### src/rtl/trigger_staged.sv
// Sequential multi-stage trigger between the sampler stream and capture control.
// Each stage matches value/mask plus per-bit edges and must occur `count` times before advancing.
module trigger_staged #(
  parameter int SAMPLE_WIDTH = 8,
  parameter int STAGES       = 4,
  parameter int COUNT_WIDTH  = 16,
  localparam int STAGE_W     = (STAGES > 1) ? $clog2(STAGES) : 1
) (
  input  logic                    clock,
  input  logic                    reset,
  input  logic                    arm,
  input  logic                    disarm,
  input  logic                    valid,
  input  logic [SAMPLE_WIDTH-1:0] dataIn,
  input  logic                    cfg_we,
  input  logic [STAGE_W-1:0]      cfg_stage,
  input  logic [2:0]              cfg_field,
  input  logic [31:0]             cfg_data,
  output logic                    cfg_err,
  output logic                    armed,
  output logic [STAGE_W-1:0]      stage,
  output logic                    run,
  output logic                    trig_pulse
);

  typedef enum logic [1:0] {
    ST_IDLE  = 2'd0,
    ST_ARMED = 2'd1,
    ST_TRIG  = 2'd2
  } state_t;

  localparam logic [2:0] FLD_VALUE = 3'd0;
  localparam logic [2:0] FLD_MASK  = 3'd1;
  localparam logic [2:0] FLD_RISE  = 3'd2;
  localparam logic [2:0] FLD_FALL  = 3'd3;
  localparam logic [2:0] FLD_COUNT = 3'd4;
  localparam logic [2:0] FLD_LAST  = 3'd5;

  logic [SAMPLE_WIDTH-1:0] value_r [STAGES];
  logic [SAMPLE_WIDTH-1:0] mask_r  [STAGES];
  logic [SAMPLE_WIDTH-1:0] rise_r  [STAGES];
  logic [SAMPLE_WIDTH-1:0] fall_r  [STAGES];
  logic [COUNT_WIDTH-1:0]  count_r [STAGES];
  logic [STAGE_W-1:0]      last_stage_r;

  state_t                  state_r;
  state_t                  state_next_s;
  logic [STAGE_W-1:0]      stage_r;
  logic [COUNT_WIDTH-1:0]  counter_r;
  logic [SAMPLE_WIDTH-1:0] prev_r;
  logic                    prev_valid_r;

  logic                    armed_r;
  logic                    run_r;
  logic                    trig_pulse_r;
  logic                    cfg_err_r;
  logic                    armed_s;
  logic                    run_s;
  logic                    trig_pulse_s;

  logic [SAMPLE_WIDTH-1:0] cur_value_s;
  logic [SAMPLE_WIDTH-1:0] cur_mask_s;
  logic [SAMPLE_WIDTH-1:0] cur_rise_s;
  logic [SAMPLE_WIDTH-1:0] cur_fall_s;
  logic [COUNT_WIDTH-1:0]  cur_count_s;
  logic [COUNT_WIDTH-1:0]  eff_count_s;
  logic [COUNT_WIDTH:0]    count_next_s;
  logic                    level_ok_s;
  logic                    rise_ok_s;
  logic                    fall_ok_s;
  logic                    match_s;
  logic                    complete_s;
  logic                    eval_s;
  logic                    last_s;
  logic                    cfg_ok_s;

  // Match evaluation against the active stage's configuration
  always_comb begin
    cur_value_s  = value_r[stage_r];
    cur_mask_s   = mask_r[stage_r];
    cur_rise_s   = rise_r[stage_r];
    cur_fall_s   = fall_r[stage_r];
    cur_count_s  = count_r[stage_r];
    level_ok_s   = (((dataIn ^ cur_value_s) & cur_mask_s) == {SAMPLE_WIDTH{1'b0}});
    rise_ok_s    = ((cur_rise_s & ~(~prev_r & dataIn)) == {SAMPLE_WIDTH{1'b0}});
    fall_ok_s    = ((cur_fall_s & ~(prev_r & ~dataIn)) == {SAMPLE_WIDTH{1'b0}});
    // Edge terms are meaningless until a previous sample exists in this run
    if (!prev_valid_r && ((cur_rise_s | cur_fall_s) != {SAMPLE_WIDTH{1'b0}})) begin
      match_s = 1'b0;
    end else begin
      match_s = level_ok_s & rise_ok_s & fall_ok_s;
    end
    if (cur_count_s == {COUNT_WIDTH{1'b0}}) begin
      eff_count_s = COUNT_WIDTH'(1);
    end else begin
      eff_count_s = cur_count_s;
    end
    count_next_s = {1'b0, counter_r} + (COUNT_WIDTH + 1)'(1);
    complete_s   = match_s && (count_next_s >= {1'b0, eff_count_s});
    eval_s       = (state_r == ST_ARMED) && valid && !arm && !disarm;
    last_s       = (stage_r == last_stage_r);
  end

  // State register
  always_ff @(posedge clock or posedge reset) begin
    if (reset) begin
      state_r <= ST_IDLE;
    end else begin
      state_r <= state_next_s;
    end
  end

  // Next-state logic; disarm has priority over arm
  always_comb begin
    state_next_s = state_r;
    case (state_r)
      ST_IDLE: begin
        if (disarm) begin
          state_next_s = ST_IDLE;
        end else if (arm) begin
          state_next_s = ST_ARMED;
        end else begin
          state_next_s = ST_IDLE;
        end
      end
      ST_ARMED: begin
        if (disarm) begin
          state_next_s = ST_IDLE;
        end else if (arm) begin
          state_next_s = ST_ARMED;
        end else if (eval_s && complete_s && last_s) begin
          state_next_s = ST_TRIG;
        end else begin
          state_next_s = ST_ARMED;
        end
      end
      ST_TRIG: begin
        if (disarm) begin
          state_next_s = ST_IDLE;
        end else if (arm) begin
          state_next_s = ST_ARMED;
        end else begin
          state_next_s = ST_TRIG;
        end
      end
      default: state_next_s = ST_IDLE;
    endcase
  end

  // Output decode from the upcoming state so the flags register in step with it
  always_comb begin
    armed_s      = (state_next_s == ST_ARMED);
    run_s        = (state_next_s == ST_TRIG);
    trig_pulse_s = (state_r == ST_ARMED) && (state_next_s == ST_TRIG);
  end

  // Output registers
  always_ff @(posedge clock or posedge reset) begin
    if (reset) begin
      armed_r      <= 1'b0;
      run_r        <= 1'b0;
      trig_pulse_r <= 1'b0;
      cfg_err_r    <= 1'b0;
    end else begin
      armed_r      <= armed_s;
      run_r        <= run_s;
      trig_pulse_r <= trig_pulse_s;
      cfg_err_r    <= cfg_we && !cfg_ok_s;
    end
  end

  // Sequence datapath: stage index, occurrence counter and edge history
  always_ff @(posedge clock or posedge reset) begin
    if (reset) begin
      stage_r      <= {STAGE_W{1'b0}};
      counter_r    <= {COUNT_WIDTH{1'b0}};
      prev_r       <= {SAMPLE_WIDTH{1'b0}};
      prev_valid_r <= 1'b0;
    end else if (arm || disarm) begin
      stage_r      <= {STAGE_W{1'b0}};
      counter_r    <= {COUNT_WIDTH{1'b0}};
      prev_valid_r <= 1'b0;
    end else if (eval_s) begin
      prev_r       <= dataIn;
      prev_valid_r <= 1'b1;
      if (complete_s) begin
        counter_r <= {COUNT_WIDTH{1'b0}};
        if (!last_s) begin
          stage_r <= stage_r + STAGE_W'(1);
        end
      end else if (match_s) begin
        if (counter_r != {COUNT_WIDTH{1'b1}}) begin
          counter_r <= counter_r + COUNT_WIDTH'(1);
        end
      end
    end
  end

  // Config write acceptance: never while ARMED, and only for in-range targets
  always_comb begin
    cfg_ok_s = 1'b0;
    if (cfg_we && (state_r != ST_ARMED)) begin
      case (cfg_field)
        FLD_VALUE, FLD_MASK, FLD_RISE, FLD_FALL, FLD_COUNT:
          cfg_ok_s = (int'(cfg_stage) < STAGES);
        FLD_LAST:
          cfg_ok_s = (cfg_data < 32'(STAGES));
        default:
          cfg_ok_s = 1'b0;
      endcase
    end else begin
      cfg_ok_s = 1'b0;
    end
  end

  // Configuration registers
  always_ff @(posedge clock or posedge reset) begin
    if (reset) begin
      for (int i = 0; i < STAGES; i++) begin
        value_r[i] <= {SAMPLE_WIDTH{1'b0}};
        mask_r[i]  <= {SAMPLE_WIDTH{1'b0}};
        rise_r[i]  <= {SAMPLE_WIDTH{1'b0}};
        fall_r[i]  <= {SAMPLE_WIDTH{1'b0}};
        count_r[i] <= COUNT_WIDTH'(1);
      end
      last_stage_r <= STAGE_W'(STAGES - 1);
    end else if (cfg_ok_s) begin
      if (cfg_field == FLD_LAST) begin
        last_stage_r <= cfg_data[STAGE_W-1:0];
      end
      for (int i = 0; i < STAGES; i++) begin
        if (int'(cfg_stage) == i) begin
          case (cfg_field)
            FLD_VALUE: value_r[i] <= cfg_data[SAMPLE_WIDTH-1:0];
            FLD_MASK:  mask_r[i]  <= cfg_data[SAMPLE_WIDTH-1:0];
            FLD_RISE:  rise_r[i]  <= cfg_data[SAMPLE_WIDTH-1:0];
            FLD_FALL:  fall_r[i]  <= cfg_data[SAMPLE_WIDTH-1:0];
            FLD_COUNT: count_r[i] <= cfg_data[COUNT_WIDTH-1:0];
            default:   value_r[i] <= value_r[i];
          endcase
        end
      end
    end
  end

  assign cfg_err    = cfg_err_r;
  assign armed      = armed_r;
  assign stage      = stage_r;
  assign run        = run_r;
  assign trig_pulse = trig_pulse_r;

endmodule

### config.mk
export PLATFORM = sky130hd
export DESIGN_NAME = trigger_staged
export DESIGN_NICKNAME = d
export VERILOG_FILES = /design/src/rtl/trigger_staged.sv
export SDC_FILE = /design/constraint.sdc
export NUM_CORES = 1
export LEC_CHECK = 0
export ABC_AREA = 1
export CORE_MARGIN = 4
export CORE_UTILIZATION = 60
export CTS_CLUSTER_SIZE = 24
export DETAILED_ROUTE_END_ITERATION = 7
export PLACE_DENSITY = 0.87
export SETUP_SLACK_MARGIN = 0.4
export SLEW_MARGIN = 40
export SYNTH_ARGS = -nofsm -noshare
export SYNTH_HDL_FRONTEND = slang
export SYNTH_SLANG_ARGS = --single-unit
### constraint.sdc
create_clock -name clock -period 23.7 [get_ports clock]
set_clock_uncertainty 0.2 [all_clocks]
set_input_delay 3.555 -clock clock [delete_from_list [all_inputs] [get_ports clock]]
set_output_delay 3.555 -clock clock [all_outputs]
set_load 0.01 [all_outputs]
==> results.sh <==
export IMPL_cell_type_with_the_highest_occurrence_count_on_the_critical_path="sky130_fd_sc_hd__nand2_1"
export IMPL_worst_ep_required_time_ps=23910
export IMPL_worstMarginPinSlew_ps=804
export IMPL_status="completed"
export IMPL_synth_async_reset_ratio_pct=100
export IMPL_floorplan_die_width_um=145
export IMPL_routed_wire_length_per_instance_um=17.4
export IMPL_post_synth_edffs=0
export IMPL_cts_hold_fix_buffers=0
export IMPL_ir_worst_vdd_mv=0.0545
export IMPL_power_frac_comb_pct=18.4
export IMPL_gp_congestion=0.933
export IMPL_finalNetCount=1521
export IMPL_power_leakage_uw=0.00611
export IMPL_area_growth_pct=12.0
export IMPL_ys_top_cells_by_count="528 x sky130_fd_sc_hd__nand2_1, 221 x sky130_fd_sc_hd__dfrtp_1, 213 x sky130_fd_sc_hd__o21ai_0, 116 x sky130_fd_sc_hd__nand3_1, 71 x sky130_fd_sc_hd__inv_1"
export IMPL_synth_top_family_by_area="simple AND/OR/NAND/NOR gates"
export IMPL_timing_critical_path_slowest_cell_delay_ps=700
export IMPL_synth_area_top_cells="sky130_fd_sc_hd__dfrtp_1 49%, sky130_fd_sc_hd__nand2_1 18%, sky130_fd_sc_hd__o21ai_0 9.4%"
export IMPL_antenna_left=0
export IMPL_tns_ps=0
export IMPL_grt_pass1_vias=9503
export IMPL_clk_path_buf_depth=3
export IMPL_buffer_ports_inserted=56
export IMPL_arithmetic_cell_share_of_the_synthesized_area_counting_full_adders_half_adders_and_majority_gates_pct=1.88
export IMPL_antenna_found_initial=1
export IMPL_grt_max_degree=155
export IMPL_detail_route_vias_per_cell=5.93
export IMPL_top_area_cell_type_share_of_the_netlist_area_pct=48.9
export IMPL_first_iter_violations=1185
export IMPL_vias=10100
export IMPL_post_synth_net_total=1517
export IMPL_hpwl_um=18800
export IMPL_grt_first_pass_wirelength_um=48500
export IMPL_synth_most_common_cell="sky130_fd_sc_hd__nand2_1"
export IMPL_worstPathMaxFanout=25
export IMPL_total_iterations_of_the_first_detailed_routing_run=6
export IMPL_slew_violations=0
export IMPL_grt_setup_unrepaired="no"
export IMPL_ys_warnings_count=0
export IMPL_routed_wirelength_um=29600
export IMPL_dpl_instance_area_sq_um=11800
export IMPL_maxCapViolations=0
export IMPL_share_of_the_clock_period_used_by_the_worst_path_after_layout_pct=27.4
export IMPL_worst_hold_path_type="register to register"
export IMPL_startpoint_type_of_the_worst_setup_path="input port"
export IMPL_ctsResizeCount=0
export IMPL_synth_ff_type="sky130_fd_sc_hd__dfrtp_1"
export IMPL_worst_ep_arrival_time_ps=6720
export IMPL_switchingPower_uw=310
export IMPL_seqPwrFrac_pct=44.8
export IMPL_timing_critical_path_max_delay_family="simple AND/OR/NAND/NOR gates"
export IMPL_powerDensity_nw_per_um2=83.0
export IMPL_synthesis_instances=1449
export IMPL_path_cells="clkdlybuf4s50_1, nor4_1, nand4_1, o21ai_1, nand2_1, nor2_1, nand2_1, o21ai_0"
export IMPL_cts_setup_buffers=0
export IMPL_clock_fmax_mhz=154
export IMPL_dieArea_sq_um=21100
export IMPL_swShare_pct=29.5
export IMPL_ws_path_type="input port to register"
export IMPL_yosys_area_top_type="sky130_fd_sc_hd__dfrtp_1"
export IMPL_syn_mean_instance_area_sq_um=7.80
export IMPL_share_of_layout_cells_above_drive_strength_1_pct=5.10
export IMPL_slew_headroom_pct=46.3
export IMPL_route_detailed_drc=0
export IMPL_cts_made_buffers=24
export IMPL_postLayoutCellArea_sq_um=12700
export IMPL_synth_simple_gate_area_share_pct=28.1
export IMPL_clock_sinks=227
export IMPL_floorplan_core_area_sq_um=18300
export IMPL_clkTransAtPathRegs_ps=60
export IMPL_cts_tree="done"
export IMPL_worstSkewPairLatency_ps=530
export IMPL_timing_critical_path_buf_inv=1
export IMPL_groute_usage_overall_pct=27.6
export IMPL_critical_path_slowest_stage_cell="sky130_fd_sc_hd__nand2_1"
export IMPL_synth_mux_area_fraction_pct=0
export IMPL_floorplan_rows=49
export IMPL_clock_power_share_pct=36.7
export IMPL_report_final_hold_viol_count=0
export IMPL_timing_critical_path_to_type="register"
export IMPL_ios=57
export IMPL_dieHeight_um=145
export IMPL_syn_cell_area_sq_um=11300
export IMPL_synth_xor_area_share_pct=1.16
export IMPL_netlist_cell_type_count=33
export IMPL_synth_compound_area_share_pct=12.5
export IMPL_yosysSeqAreaShare_pct=50.3
export IMPL_final_period_minus_worst_setup_slack_ps=6500
export IMPL_ctsRootBufferMaster="sky130_fd_sc_hd__clkbuf_16"
export IMPL_internal_power_uw=741
export IMPL_setup_violations=0
export IMPL_cts_htree_levels=1
export IMPL_gr_total_overflow=0
export IMPL_synth_ff_latch_count=227
export IMPL_initial_utilization_pct=61.8
[state kept, by name (all words and copies together) (netlist names), 2 cells and up]
name          count
count_r          64
fall_r           32
mask_r           32
rise_r           32
value_r          32
counter_r        16
prev_r            8
last_stage_r      2
stage             2
state_r           2
[final cells by class]
type	instances	area [sq um]
Fill cell	1385	5620
Multi-Input combinational cell	1063	4940
Sequential cell	227	5690
Tap cell	229	287
Clock buffer	35	712
Timing Repair Buffer	62	613
Clock inverter	8	108
Antenna cell	1	2.50
Inverter	75	298
[tightest hold or removal path, stage by stage (launching register included)]
cell,delay (ps)
sky130_fd_sc_hd__dfrtp_1,340
sky130_fd_sc_hd__nand2_1,50
sky130_fd_sc_hd__o21ai_0,60
[stage by stage]
stage	hold slack, ps	worst slack (ps)	cells	util (%)	total power, uW
after floorplan	242	13740	1449	-	608
after global placement	257	16910	1656	64.6	653
after detailed placement	264	16820	1656	64.7	664
after CTS	280	17340	1699	69.2	1050
after global routing	300	16990	1700	69.3	1100
final	284	17200	1700	69.3	1050
[metal layers]
| metal | up-vias | global-route usage (%) | share of wire [%] |
|---|---|---|---|
| li1 | 4745 | - | - |
| met1 | 4791 | 40.9 | 43 |
| met2 | 482 | 43.1 | 46 |
| met3 | 57 | 4.40 | 8.6 |
| met4 | 0 | 7.12 | 2.6 |
| met5 | - | 0 | 0 |
[worst paths after layout]
path | start | to | slack, ps | cells after the start
worst max-delay path | cfg_data[2] | count_r[9] | 17200 | 8
worst min-delay path | mask_r[11] | mask_r[11] | 280 | 2
worst max register to register | stage[1] | stage[1] | 19280 | 19
worst min register to register | mask_r[11] | mask_r[11] | 280 | 2
max in group asynchronous | reset | count_r[51] | 18750 | 3
min in group asynchronous | reset | value_r[8] | 3450 | 2
[cells in the final DEF (no fill, tap or decap), drive strengths merged]
master,instances
nand2,530
o21ai,230
dfrtp,221
nand3,117
inv,75
nor2,68
clkdlybuf4s50,56
clkbuf,35
nand4,23
ha,17
a21oi,16
a32o,11
or2,9
xor2,9
nor3,8
nor4,6
xnor2,6
dfstp,6
buf,6
o22a,5
clkinv,5
nand3b,4
bufinv,2
diode,1
and3,1
a31oi,1
o32ai,1
o31ai,1
clkinvlp,1
[power groups by stage]
stage / clock [uW] / sequential (uW) / combinational, uW
after floorplan: 0 / 467 / 141
after global placement: 0 / 474 / 180
after detailed placement: 0 / 476 / 188
after CTS: 388 / 470 / 191
after global routing: 405 / 477 / 218
final: 386 / 471 / 193
[cell families after synthesis]
kind of cell    after synthesis
buf+inv                     159
simple gates                766
fa+ha+maj                    17
flops                       227
xor+xnor                     15
compound gates              265
Power figures use the tool's default switching activity.
